`src/rtl/sccb_cfg_master_pkg.sv`:
```
// sccb_cfg_master_pkg: shared state encoding and table/frame constants for the SCCB configuration master.
package sccb_cfg_master_pkg;
    typedef enum logic [3:0] {
        S_PWDN, S_BOOT, S_FETCH, S_START, S_BITS, S_STOP, S_GAP, S_DELAY, S_DONE
    } state_t;
    localparam logic [15:0] TBL_END        = 16'hFFFF;
    localparam logic [7:0]  TBL_DELAY_ADDR = 8'hF0;
    localparam int          PHASE_BITS     = 9;
    localparam int          FRAME_BITS     = 3 * PHASE_BITS;
endpackage

```
`src/rtl/sccb_cfg_master_if.sv`:
```
// sccb_cfg_master_if: control handshake and camera-side pins of the SCCB configuration master.
interface sccb_cfg_master_if #(parameter int IW = 7);
    logic          start;
    logic          busy;
    logic          done;
    logic [IW-1:0] cfg_idx;
    logic          CMOS_SIO_C;
    logic          CMOS_SIO_D;
    logic          CMOS_RESET;
    logic          CMOS_PWDN;
    modport master (input start, output busy, done, cfg_idx, CMOS_SIO_C, CMOS_SIO_D, CMOS_RESET, CMOS_PWDN);
    modport slave  (output start, input busy, done, cfg_idx, CMOS_SIO_C, CMOS_SIO_D, CMOS_RESET, CMOS_PWDN);
endinterface

```
`src/rtl/sccb_cfg_rom.sv`:
```
// sccb_cfg_rom: combinational {addr,data} register table; TABLE 0 is the RGB565/VGA camera list.
module sccb_cfg_rom import sccb_cfg_master_pkg::*; #(
    parameter int IW    = 7,
    parameter int TABLE = 0
) (
    input  logic [IW-1:0] idx_i,
    output logic [15:0]   entry_o
);
    logic [7:0] i;
    assign i = 8'(idx_i);
    always_comb begin
        entry_o = TBL_END;
        if (TABLE == 1)
            entry_o = i == 8'd0 ? 16'hF003 : i == 8'd1 ? 16'h1280 : i == 8'd2 ? 16'h1101 : TBL_END;
        else if (TABLE == 2)
            entry_o = i == 8'd0 ? 16'h0123 : i == 8'd1 ? 16'h4567 : i == 8'd2 ? 16'h89AB : 16'hCDEF;
        else
            case (i)
                8'd0:    entry_o = 16'h1280;
                8'd1:    entry_o = 16'hF00A;
                8'd2:    entry_o = 16'h1101;
                8'd3:    entry_o = 16'h1204;
                8'd4:    entry_o = 16'h40D0;
                8'd5:    entry_o = 16'h8C00;
                8'd6:    entry_o = 16'h3A04;
                8'd7:    entry_o = 16'h3DC0;
                8'd8:    entry_o = 16'h1713;
                8'd9:    entry_o = 16'h1801;
                8'd10:   entry_o = 16'h32B6;
                8'd11:   entry_o = 16'h1902;
                8'd12:   entry_o = 16'h1A7A;
                8'd13:   entry_o = 16'h030A;
                8'd14:   entry_o = 16'h0C00;
                8'd15:   entry_o = 16'h3E00;
                8'd16:   entry_o = 16'h703A;
                8'd17:   entry_o = 16'h7135;
                8'd18:   entry_o = 16'h7211;
                8'd19:   entry_o = 16'h73F0;
                8'd20:   entry_o = 16'hA202;
                8'd21:   entry_o = 16'h13E7;
                default: entry_o = TBL_END;
            endcase
    end
endmodule

```
`src/rtl/sccb_cfg_master.sv`:
```
// sccb_cfg_master: camera power-up sequencer and table-driven SCCB write master.
// Bus outputs are decoded from next-state values so every pin is registered yet aligned with its state.
module sccb_cfg_master import sccb_cfg_master_pkg::*; #(
    parameter int          CLK_HZ      = 50000000,
    parameter int          SCCB_HZ     = 100000,
    parameter logic [7:0]  DEV_ID      = 8'h42,
    parameter int          PWDN_CYCLES = 500000,
    parameter int          BOOT_CYCLES = 1500000,
    parameter int          MS_CYCLES   = 50000,
    parameter int          TBL_DEPTH   = 128,
    parameter int          TABLE       = 0
) (
    input logic               CLK_IN,
    input logic               nRST,
    sccb_cfg_master_if.master bus
);
    localparam int QRAW = CLK_HZ / (4 * SCCB_HZ);
    localparam int QTR  = QRAW < 1 ? 1 : QRAW;
    localparam int IW   = $clog2(TBL_DEPTH);
    state_t                state_q, state_d, adv_state;
    logic [31:0]           cnt_q, cnt_d, dly;
    logic [1:0]            qtr_q, qtr_d;
    logic [4:0]            bit_q, bit_d;
    logic [FRAME_BITS-1:0] sh_q, sh_d;
    logic [IW-1:0]         idx_q, idx_d, adv_idx;
    logic [15:0]           entry;
    logic                  qend, last, sioc_d, siod_d;
    logic                  sioc_q, siod_q, pwdn_q, rst_q, busy_q, done_q;
    sccb_cfg_rom #(.IW(IW), .TABLE(TABLE)) u_rom (.idx_i(idx_q), .entry_o(entry));
    assign qend      = cnt_q == 32'(QTR - 1);
    assign last      = idx_q == IW'(TBL_DEPTH - 1);
    assign dly       = 32'(entry[7:0]) * 32'(MS_CYCLES);
    // the final table slot finishes the run instead of wrapping to index 0
    assign adv_state = last ? S_DONE : S_FETCH;
    assign adv_idx   = last ? idx_q : idx_q + 1'b1;
    always_comb begin
        state_d = state_q;
        cnt_d   = cnt_q + 32'd1;
        qtr_d   = qtr_q;
        bit_d   = bit_q;
        sh_d    = sh_q;
        idx_d   = idx_q;
        case (state_q)
            S_PWDN: if (cnt_q == 32'(PWDN_CYCLES - 1)) begin state_d = S_BOOT; cnt_d = '0; end
            S_BOOT: if (cnt_q == 32'(BOOT_CYCLES - 1)) begin state_d = S_FETCH; cnt_d = '0; end
            S_FETCH: begin
                cnt_d = '0;
                qtr_d = '0;
                bit_d = '0;
                if (entry == TBL_END) state_d = S_DONE;
                else if (entry[15:8] == TBL_DELAY_ADDR && entry[7:0] != 8'd0) state_d = S_DELAY;
                else if (entry[15:8] == TBL_DELAY_ADDR) begin state_d = adv_state; idx_d = adv_idx; end
                else begin
                    state_d = S_START;
                    sh_d    = {DEV_ID, 1'b1, entry[15:8], 1'b1, entry[7:0], 1'b1};
                end
            end
            S_DELAY: if (cnt_q == dly - 32'd1) begin state_d = adv_state; idx_d = adv_idx; end
            S_START, S_BITS, S_STOP, S_GAP: if (qend) begin
                cnt_d = '0;
                qtr_d = qtr_q + 2'd1;
                if (state_q == S_START && qtr_q == 2'd1) begin state_d = S_BITS; qtr_d = '0; end
                else if (state_q == S_BITS && qtr_q == 2'd3) begin
                    bit_d = bit_q + 5'd1;
                    sh_d  = sh_q << 1;
                    if (bit_q == 5'(FRAME_BITS - 1)) state_d = S_STOP;
                end
                else if (state_q == S_STOP && qtr_q == 2'd2) begin state_d = S_GAP; qtr_d = '0; end
                else if (state_q == S_GAP && qtr_q == 2'd3) begin state_d = adv_state; idx_d = adv_idx; end
            end
            S_DONE: if (bus.start) begin state_d = S_FETCH; idx_d = '0; end
            default: state_d = S_PWDN;
        endcase
    end
    always_comb begin
        sioc_d = state_d == S_START ? qtr_d == 2'd0 :
                 state_d == S_BITS  ? (qtr_d == 2'd1 || qtr_d == 2'd2) :
                 state_d == S_STOP  ? qtr_d != 2'd0 : 1'b1;
        siod_d = state_d == S_START ? 1'b0 :
                 state_d == S_BITS  ? sh_d[FRAME_BITS-1] :
                 state_d == S_STOP  ? qtr_d == 2'd2 : 1'b1;
    end
    always_ff @(posedge CLK_IN or negedge nRST) begin
        if (!nRST) begin
            state_q <= S_PWDN;
            cnt_q   <= '0;
            qtr_q   <= '0;
            bit_q   <= '0;
            sh_q    <= '0;
            idx_q   <= '0;
            sioc_q  <= 1'b1;
            siod_q  <= 1'b1;
            pwdn_q  <= 1'b1;
            rst_q   <= 1'b0;
            busy_q  <= 1'b1;
            done_q  <= 1'b0;
        end else begin
            state_q <= state_d;
            cnt_q   <= cnt_d;
            qtr_q   <= qtr_d;
            bit_q   <= bit_d;
            sh_q    <= sh_d;
            idx_q   <= idx_d;
            sioc_q  <= sioc_d;
            siod_q  <= siod_d;
            pwdn_q  <= state_d == S_PWDN;
            rst_q   <= state_d != S_PWDN;
            busy_q  <= state_d != S_DONE;
            done_q  <= state_d == S_DONE;
        end
    end
    assign bus.CMOS_SIO_C = sioc_q;
    assign bus.CMOS_SIO_D = siod_q;
    assign bus.CMOS_PWDN  = pwdn_q;
    assign bus.CMOS_RESET = rst_q;
    assign bus.busy       = busy_q;
    assign bus.done       = done_q;
    assign bus.cfg_idx    = idx_q;
endmodule
```
`src/flat_wrapper.sv`:
```
// flat-port wrapper written by rule: the top's interface ports become plain ports
module sccb_cfg_master_flat import sccb_cfg_master_pkg::*;
#(
    parameter int          CLK_HZ      = 50000000,
    parameter int          SCCB_HZ     = 100000,
    parameter logic [7:0]  DEV_ID      = 8'h42,
    parameter int          PWDN_CYCLES = 500000,
    parameter int          BOOT_CYCLES = 1500000,
    parameter int          MS_CYCLES   = 50000,
    parameter int          TBL_DEPTH   = 128,
    parameter int          TABLE       = 0
)
  (CLK_IN, nRST, bus_start, bus_busy, bus_done, bus_cfg_idx, bus_CMOS_SIO_C, bus_CMOS_SIO_D, bus_CMOS_RESET, bus_CMOS_PWDN);
  sccb_cfg_master_if bus_i ();
  input logic CLK_IN;
  input logic nRST;
  input wire logic [$bits(bus_i.start)-1:0] bus_start;
  output wire logic [$bits(bus_i.busy)-1:0] bus_busy;
  output wire logic [$bits(bus_i.done)-1:0] bus_done;
  output wire logic [$bits(bus_i.cfg_idx)-1:0] bus_cfg_idx;
  output wire logic [$bits(bus_i.CMOS_SIO_C)-1:0] bus_CMOS_SIO_C;
  output wire logic [$bits(bus_i.CMOS_SIO_D)-1:0] bus_CMOS_SIO_D;
  output wire logic [$bits(bus_i.CMOS_RESET)-1:0] bus_CMOS_RESET;
  output wire logic [$bits(bus_i.CMOS_PWDN)-1:0] bus_CMOS_PWDN;
  assign bus_i.start = bus_start;
  assign bus_busy = bus_i.busy;
  assign bus_done = bus_i.done;
  assign bus_cfg_idx = bus_i.cfg_idx;
  assign bus_CMOS_SIO_C = bus_i.CMOS_SIO_C;
  assign bus_CMOS_SIO_D = bus_i.CMOS_SIO_D;
  assign bus_CMOS_RESET = bus_i.CMOS_RESET;
  assign bus_CMOS_PWDN = bus_i.CMOS_PWDN;
  sccb_cfg_master #(.CLK_HZ(CLK_HZ), .SCCB_HZ(SCCB_HZ), .DEV_ID(DEV_ID), .PWDN_CYCLES(PWDN_CYCLES), .BOOT_CYCLES(BOOT_CYCLES), .MS_CYCLES(MS_CYCLES), .TBL_DEPTH(TBL_DEPTH), .TABLE(TABLE)) u_core (.CLK_IN(CLK_IN), .nRST(nRST), .bus(bus_i));
endmodule
```
`config.mk`:
```
export PLATFORM = sky130hd
export DESIGN_NAME = sccb_cfg_master_flat
export DESIGN_NICKNAME = d
export VERILOG_FILES = /design/src/rtl/sccb_cfg_master_pkg.sv /design/src/rtl/sccb_cfg_master_if.sv /design/src/rtl/sccb_cfg_rom.sv /design/src/rtl/sccb_cfg_master.sv /design/src/flat_wrapper.sv
export SDC_FILE = /design/constraint.sdc
export NUM_CORES = 1
export LEC_CHECK = 0
export ABC_CLOCK_PERIOD_IN_PS = 8000
export CAP_MARGIN = 20
export CELL_PAD_IN_SITES_DETAIL_PLACEMENT = 1
export CELL_PAD_IN_SITES_GLOBAL_PLACEMENT = 2
export CORE_MARGIN = 5
export CORE_UTILIZATION = 40
export CTS_CLUSTER_SIZE = 14
export DETAILED_ROUTE_END_ITERATION = 8
export HOLD_SLACK_MARGIN = 0.12
export PLACE_DENSITY = 0.94
export SKIP_CTS_REPAIR_TIMING = 1
export SYNTH_ARGS = -nofsm -noshare
export SYNTH_HDL_FRONTEND = slang
export SYNTH_SLANG_ARGS = --single-unit
export TNS_END_PERCENT = 100
```
`constraint.sdc`:
```
create_clock -name CLK_IN -period 8 [get_ports CLK_IN]
set_input_delay 1.2 -clock CLK_IN [delete_from_list [all_inputs] [get_ports CLK_IN]]
set_output_delay 1.2 -clock CLK_IN [all_outputs]
set_load 0.1 [all_outputs]
```
# ---- Word-level counts from Yosys, hierarchy flattened
# Memory sizes are Yosys's and may differ from the RTL's.
# Index checks and enable logic that the tools add are counted.
dict set report totals {
  word_cells 131
  register_bits 83
  latchBits 0
  input_bits 3
  memories 1
  rom_bits 512
  ramBits 0
}
# memory depth width read_ports rd_clocked_by_memory_dff wr line_no
set mem_list {}
lappend mem_list {{(name not given)} 32 16 1 0 0 sccb_cfg_rom.sv:18} ;# case (i)
dict set report classes {
  muxes 54
  reduce_logical 19
  n_lt_le_gt_ge 0
  n_bitwise 0
  eq_ne 38
  div 0
  multipliers 1
  n_shift 0
  add_sub_neg 5
}
# op n
set ops {}
lappend ops {{two-way mux 27 bit} 6}
lappend ops {{case mux 32 bit (4 select lines)} 1}
lappend ops {{two-way mux 32 bit} 3}
lappend ops {{two-way mux 7 bit} 11}
lappend ops {{two-way mux 4 bit} 14}
lappend ops {{case mux 27 bit (2 select lines)} 1}
lappend ops {{adder 32 x 1 -> 32 bit, second input constant} 1}
lappend ops {{== test 32 x 19 -> 1 bit, second input constant} 1}
lappend ops {{== test 32 x 21 -> 1 bit, second input constant} 1}
lappend ops {{== test 32 bit} 1}
lappend ops {{== test 32 x 7 -> 1 bit, second input constant} 1}
lappend ops {{case mux 7 bit (4 select lines)} 1}
lappend ops {{subtractor 24 x 1 -> 25 bit, second input constant} 1}
lappend ops {{== test 4 x 3 -> 1 bit, second input constant} 6}
lappend ops {{case mux 4 bit (6 select lines)} 1}
lappend ops {{multiplier 8 x 12 -> 20 bit, second input constant} 1}
lappend ops {{== test 16 bit, second input constant} 1}
lappend ops {{two-way mux 16 bit} 1}
lappend ops {{two-way mux 5 bit} 3}
lappend ops {{!= test 2 bit, second input constant} 7}
lappend ops {{== test 4 x 2 -> 1 bit, second input constant} 3}
lappend ops {{AND reduction 11 bit} 1}
lappend ops {{!= test 2 x 1 -> 1 bit, second input constant} 5}
lappend ops {{case mux 5 bit (2 select lines)} 1}
lappend ops {{25 further kinds} 44}

# ---- Depth between registers and ports, before layout
dict set report depth {
  ltp_word 12
  ltp_mapped 31
  depth_no_buf 29
}

# ---- Modules after synthesis
# Synthesis repeated with hierarchy kept, for this count alone.
dict set report hier_totals {
  hier_cells 920
  area_unflattened_um2 7697.4
}
# module cells_each area_each_um2 instances
set modules_own_cells {}
lappend modules_own_cells {sccb_cfg_master 804 6954.2 1}
lappend modules_own_cells {sccb_cfg_rom 116 743.2 1}

# ---- Worst setup path before layout
# Ideal clock, no wire load.
dict set report synth_path {
  path_type {reg-to-reg}
  from {register u_core.idx_q[2] (netlist: u_core.bus.cfg_idx[2])}
  to {register u_core.idx_q[0] (netlist: u_core.bus.cfg_idx[0])}
  t_required_ns 7.874
  period_less_slack_ns 7.627
  setup_slack_ns 0.373
  arrival_time_ns 7.501
  path_stages_with_launch 29
  path_cell_list {dfrtp_1 -> buf_4 -> buf_2 -> buf_1 -> mux2i_1 -> nor2_1 -> a21oi_1 -> nor2_1 -> a311oi_1 -> inv_1 -> ha_1 -> ha_1 -> inv_1 -> fa_1 -> fa_1 -> inv_1 -> ha_1 -> buf_2 -> and3_1 -> or3_1 -> a211oi_2 -> o2111ai_1 -> a311oi_1 -> or3b_1 -> xnor2_1 -> a221o_1 -> nor3_4 -> o21ai_2 -> mux2_4}
}
dict set report synth_via {
  elab_chain_cells 8
}
# item line_no
set synth_lines {}
lappend synth_lines {{start: declaration} sccb_cfg_master.sv:25} ;# logic [IW-1:0] idx_q, idx_d, adv_idx;
lappend synth_lines {{start signal: assignment} sccb_cfg_master.sv:103} ;# idx_q <= idx_d;
lappend synth_lines {{branches (longest 8 deep; another with subtractor 24 x 1 -> 25 bit)} --}
# Parallel ways; which one is timed is not known. The select of a mux whose other input is x is not followed.
# A chain may end at the register's enable or synchronous reset.

# ---- Worst setup path in the final report
dict set report layout_path {
  from {register u_core.idx_q[0] (netlist: u_core.bus.cfg_idx[0])}
  to {register u_core.sioc_q (netlist: u_core.bus.CMOS_SIO_C)}
}
# item line_no
set layout_lines {}
lappend layout_lines {{memory read (32 x 16 bit) (*)} --}
lappend layout_lines {{two-way mux 16 bit (*)} sccb_cfg_rom.sv:18}
lappend layout_lines {{multiplier 8 x 12 -> 20 bit, or another cell as far along} sccb_cfg_master.sv:32} ;# assign dly = 32'(entry[7:0]) * 32'(MS_CYCLES);
lappend layout_lines {{subtractor 24 x 1 -> 25 bit, or another cell as far along} sccb_cfg_master.sv:58} ;# S_DELAY: if (cnt_q == dly - 32'd1) begin state_d = adv_state; idx_d = adv_idx; end
lappend layout_lines {{== test 32 bit / two-way mux 4 bit (equally long branches)} {sccb_cfg_master.sv:58, sccb_cfg_master.sv:51}}
lappend layout_lines {{two-way mux 4 bit (on tied branches)} {sccb_cfg_master.sv:58, sccb_cfg_master.sv:50}}
lappend layout_lines {{case mux 4 bit (6 select lines) (*)} sccb_cfg_master.sv:43} ;# case (state_q)
lappend layout_lines {{via u_core.state_d[0]} sccb_cfg_master.sv:20} ;# state_t state_q, state_d, adv_state;
lappend layout_lines {{== test 4 x 3 -> 1 bit} sccb_cfg_master.sv:78} ;# state_d == S_STOP ? qtr_d != 2'd0 : 1'b1;
lappend layout_lines {{two-way mux 1 bit} sccb_cfg_master.sv:78}
lappend layout_lines {{two-way mux 1 bit} sccb_cfg_master.sv:77} ;# state_d == S_BITS ? (qtr_d == 2'd1 || qtr_d == 2'd2) :
lappend layout_lines {{two-way mux 1 bit (*)} sccb_cfg_master.sv:76} ;# sioc_d = state_d == S_START ? qtr_d == 2'd0 :
lappend layout_lines {{via u_core.sioc_d} sccb_cfg_master.sv:27} ;# logic qend, last, sioc_d, siod_d;
lappend layout_lines {{end signal: assignment} sccb_cfg_master.sv:104} ;# sioc_q <= sioc_d;
lappend layout_lines {{end: declaration} sccb_cfg_master.sv:28} ;# logic sioc_q, siod_q, pwdn_q, rst_q, busy_q, done_q;
# Mark *: on every way through the listed nets, which the timed path passes. The rest lies on a longest branch.

==> results by group <==
Status
  • Status: finished, final reports clean

Die
  • Initial core utilization: 0.408
  • Core region area: about 19,000 µm²
  • DIE AREA: 22,000 µm²
  • Row count: 50
  • Die span in y: 148 µm
  • Num ports: 16
  • Die W: 148 µm

Critical path
  • Setup crit start kind: register
  • Worst stage delay on the critical path: approximately 580 ps
  • WS Path Type: register to register
  • Crit path arrival time: 7740 ps
  • CP dominant cell by count: ha_1
  • Crit path max-delay family: adder cells
  • Worst-path maximum fanout: 11
  • Buf+Inv Stages, Crit Path: 5
  • CP endpoint kind: register
  • CP max-delay cell: o21ai_0
  • Critical path required time: between 8000 and 9000 ps

STA
  • Minimum clock period: 7470 ps
  • Hold WS: 482 ps
  • Max Slew Vio Count: 0
  • Actual slew at the worst max-slew pin: between 1000 and 1500 ps
  • Setup TNS Final: 0 ps
  • Slew margin rel.: 0.269
  • Final hold violations: 0
  • Clock skew: 8.33 ps
  • Final cycle utilization of the critical path: 0.933
  • Fmax: 134 MHz
  • Final setup fails: 0
  • RSZ-0062 raised after global routing: no

Synthesis
  • Syn nets: 999
  • Mapped cell area: between 7000 and 8000 µm²
  • Top post-synthesis cells by area: dfrtp_1 (26%), ha_1 (12%), nor2_1 (5.6%), xnor2_1 (4.9%), nand2_1 (3.9%)
  • Main synth FF type: dfrtp_1
  • Gate Count Post-Synth: 912
  • Mean area per synthesized cell: 8.40 µm²
  • Ys async rst share: 1.00
  • Register area share after synthesis: 0.272
  • Warnings from Yosys: 0
  • #FFs+latches synth: 83
  • EDFF count, synth: 0
  • Synth cell types: 85
  • Largest area contributor in the netlist: dfrtp_1
  • Yosys top cell area share: 0.258

Power and ir drop
  • Leak Pwr: 3.66 nW
  • Sw frac: 0.227
  • Reg power frac: 0.486
  • Max IR drop VDD: 0.0836 mV
  • Cell Int Power: 668 µW
  • Gate power share: 0.011
  • Clock share of power: 0.503
  • P per Cell Area: just over 100 nW/µm²
  • Net switching power: 196 µW

GRT
  • GRT overflow: 0
  • Vias in the first global route: 6,852
  • GRT Total Usage: 0.196
  • Largest net degree at the start of global routing: 48
  • Initial antenna violation count: 0
  • First-pass GRT wire length: around 36,000 µm

Min path
  • Hold Path Class: register to register

CTS
  • CTS clock-pin slew for the worst setup and hold paths: 70 ps
  • Num CTS Buffers: 9
  • Clock sink count: 83
  • Max clock buf depth: 2
  • Worst-skew pair later-pin latency: 340 ps
  • H-tree Lvls: 3
  • TritonCTS clock tree: built
  • CTS root buffer: clkbuf_16

Place
  • I/O Buffers: 15
  • Post-Place Cell Area: 8030 µm²
  • Cells after DPL: 1,132
  • Post-DP HPWL: 16,300 µm
  • Routability Congestion: 0.870

Detailed routing
  • Detailed Route Iter0 Violations: 337
  • Via count: between 6,000 and 7,000
  • Antenna Nets Post-Route: 0
  • WL/cell: 18.3 µm
  • # DRC: 0
  • DR pass1 iterations: 4
  • Vias/cell: about 5.7
  • Final wirelength: 21,000 µm

Final layout
  • Commonest non-fill, non-tap cell in the layout: nor2_1
  • Share of cells above drive strength 1: 0.0819
  • Inserted Diodes: 0
  • Number of fill cells: 2,260
  • Most frequent cells in the layout: nor2_1 (113), nand2_1 (79), dfrtp_1 (79)
  • Synthesis-to-finish area growth: 9.31%
  • Finished Cell Area: between 8000 and 9000 µm²
  • Non-Filler Instances: around 1,200
  • Fin nets: ~1,000

Job
  • Max-cap violations: 0
==> through the flow <==
stage	setup slack, ps	power, mW	utilization
after floorplan	373	0.428	-
after detailed placement	378	0.438	0.428
after global routing	48.5	0.895	0.446
final	534	0.864	0.446
after CTS	357	0.872	0.444
after global placement	523	0.438	0.428
==> layout make-up <==
cell class,count,area [µm²],share of cell area
multi-input combinational,728,5180,0.619
sequential,83,2080,0.249
clock buffer,9,225,0.0269
timing repair buffer,30,285,0.0341
inverter,59,226,0.0270
tap,234,293,0.0350
clock inverter,7,80.1,0.00956
==> layer usage <==
layer	vias up	share of wire	track usage
li1	3230	-	-
met1	3264	0.47	0.264
met2	70	0.49	0.340
met3	18	0.021	0.0283
met4	0	0.013	0.0365
met5	-	0	0
==> final timing paths <==
kind / cells after the start / start / to / slack, ps
min in group asynchronous: 1 / nRST / u_core.sh_q[14]$_DFFE_PN0P_ / 810
max in group asynchronous: 2 / nRST / u_core.cnt_q[0]$_DFF_PN0_ / 6190
setup reg to reg: 28 / u_core.bus.cfg_idx[0]$_DFFE_PN0P_ / u_core.bus.CMOS_SIO_C$_DFF_PN1_ / 530
hold / removal: 2 / u_core.sh_q[23]$_DFFE_PN0P_ / u_core.sh_q[24]$_DFFE_PN0P_ / 480
setup / recovery: 28 / u_core.bus.cfg_idx[0]$_DFFE_PN0P_ / u_core.bus.CMOS_SIO_C$_DFF_PN1_ / 530
hold reg to reg: 2 / u_core.sh_q[23]$_DFFE_PN0P_ / u_core.sh_q[24]$_DFFE_PN0P_ / 480
==> Yosys cell counts, types with 4 or more instances <==
cell / count
nor3b_1: 5
inv_1: 55
nand2_1: 79
dfstp_2: 4
o21a_1: 6
buf_2: 5
nor4_1: 6
nor2_1: 114
or2_2: 8
a21o_1: 8
nand4b_1: 7
and2_1: 8
o22ai_1: 4
a221o_1: 16
o21ai_0: 18
dfrtp_1: 79
nor2b_1: 5
or3_1: 8
a2111oi_0: 6
xor2_1: 32
xnor2_1: 43
nand3_1: 42
o211a_1: 4
fa_1: 12
o2111ai_1: 5
a21oi_1: 47
nand2b_1: 12
a21boi_0: 4
and4_1: 4
ha_1: 72
mux2i_1: 8
clkbuf_1: 30
o211ai_1: 15
nand4_1: 19
and3_1: 18
nor3_1: 24
==> tightest hold or removal path, cell delays in order (launching register included) <==
cell     delay [ps]
dfrtp_1         340
nand2_1          50
nand2_1          60
==> power groups by stage <==
stage,registers (mW),logic [mW],clock network (mW)
floorplan,0.428,0.000107,0
global placement,0.428,0.0102,0
detailed placement,0.428,0.0103,0
CTS,0.419,0.0103,0.443
global route,0.419,0.0117,0.464
finish,0.420,0.00960,0.435
==> cells by family (layout without fill, tap and decap cells) <==
logic type,after synthesis,in the layout,share of synthesized area
muxes,13,13,0.0198
and+or+nand+nor,380,380,0.249
AOI/OAI and AO/OA,175,175,0.170
xor gates and xnor gates,75,75,0.0857
adders and majority gates,85,85,0.150
buffers and inverters,101,105,0.0536
DFF,83,83,0.272
==> registers in the layout, indices dropped and copies added, names as in the netlist, 2 cells and up <==
| signal | cells |
|---|---|
| u_core.bus.cfg_idx | 7 |
| u_core.state_q | 4 |
| u_core.qtr_q | 2 |
| u_core.bit_q | 5 |
| u_core.sh_q | 27 |
| u_core.cnt_q | 32 |
Note: power is estimated with default switching activity, not from simulation.
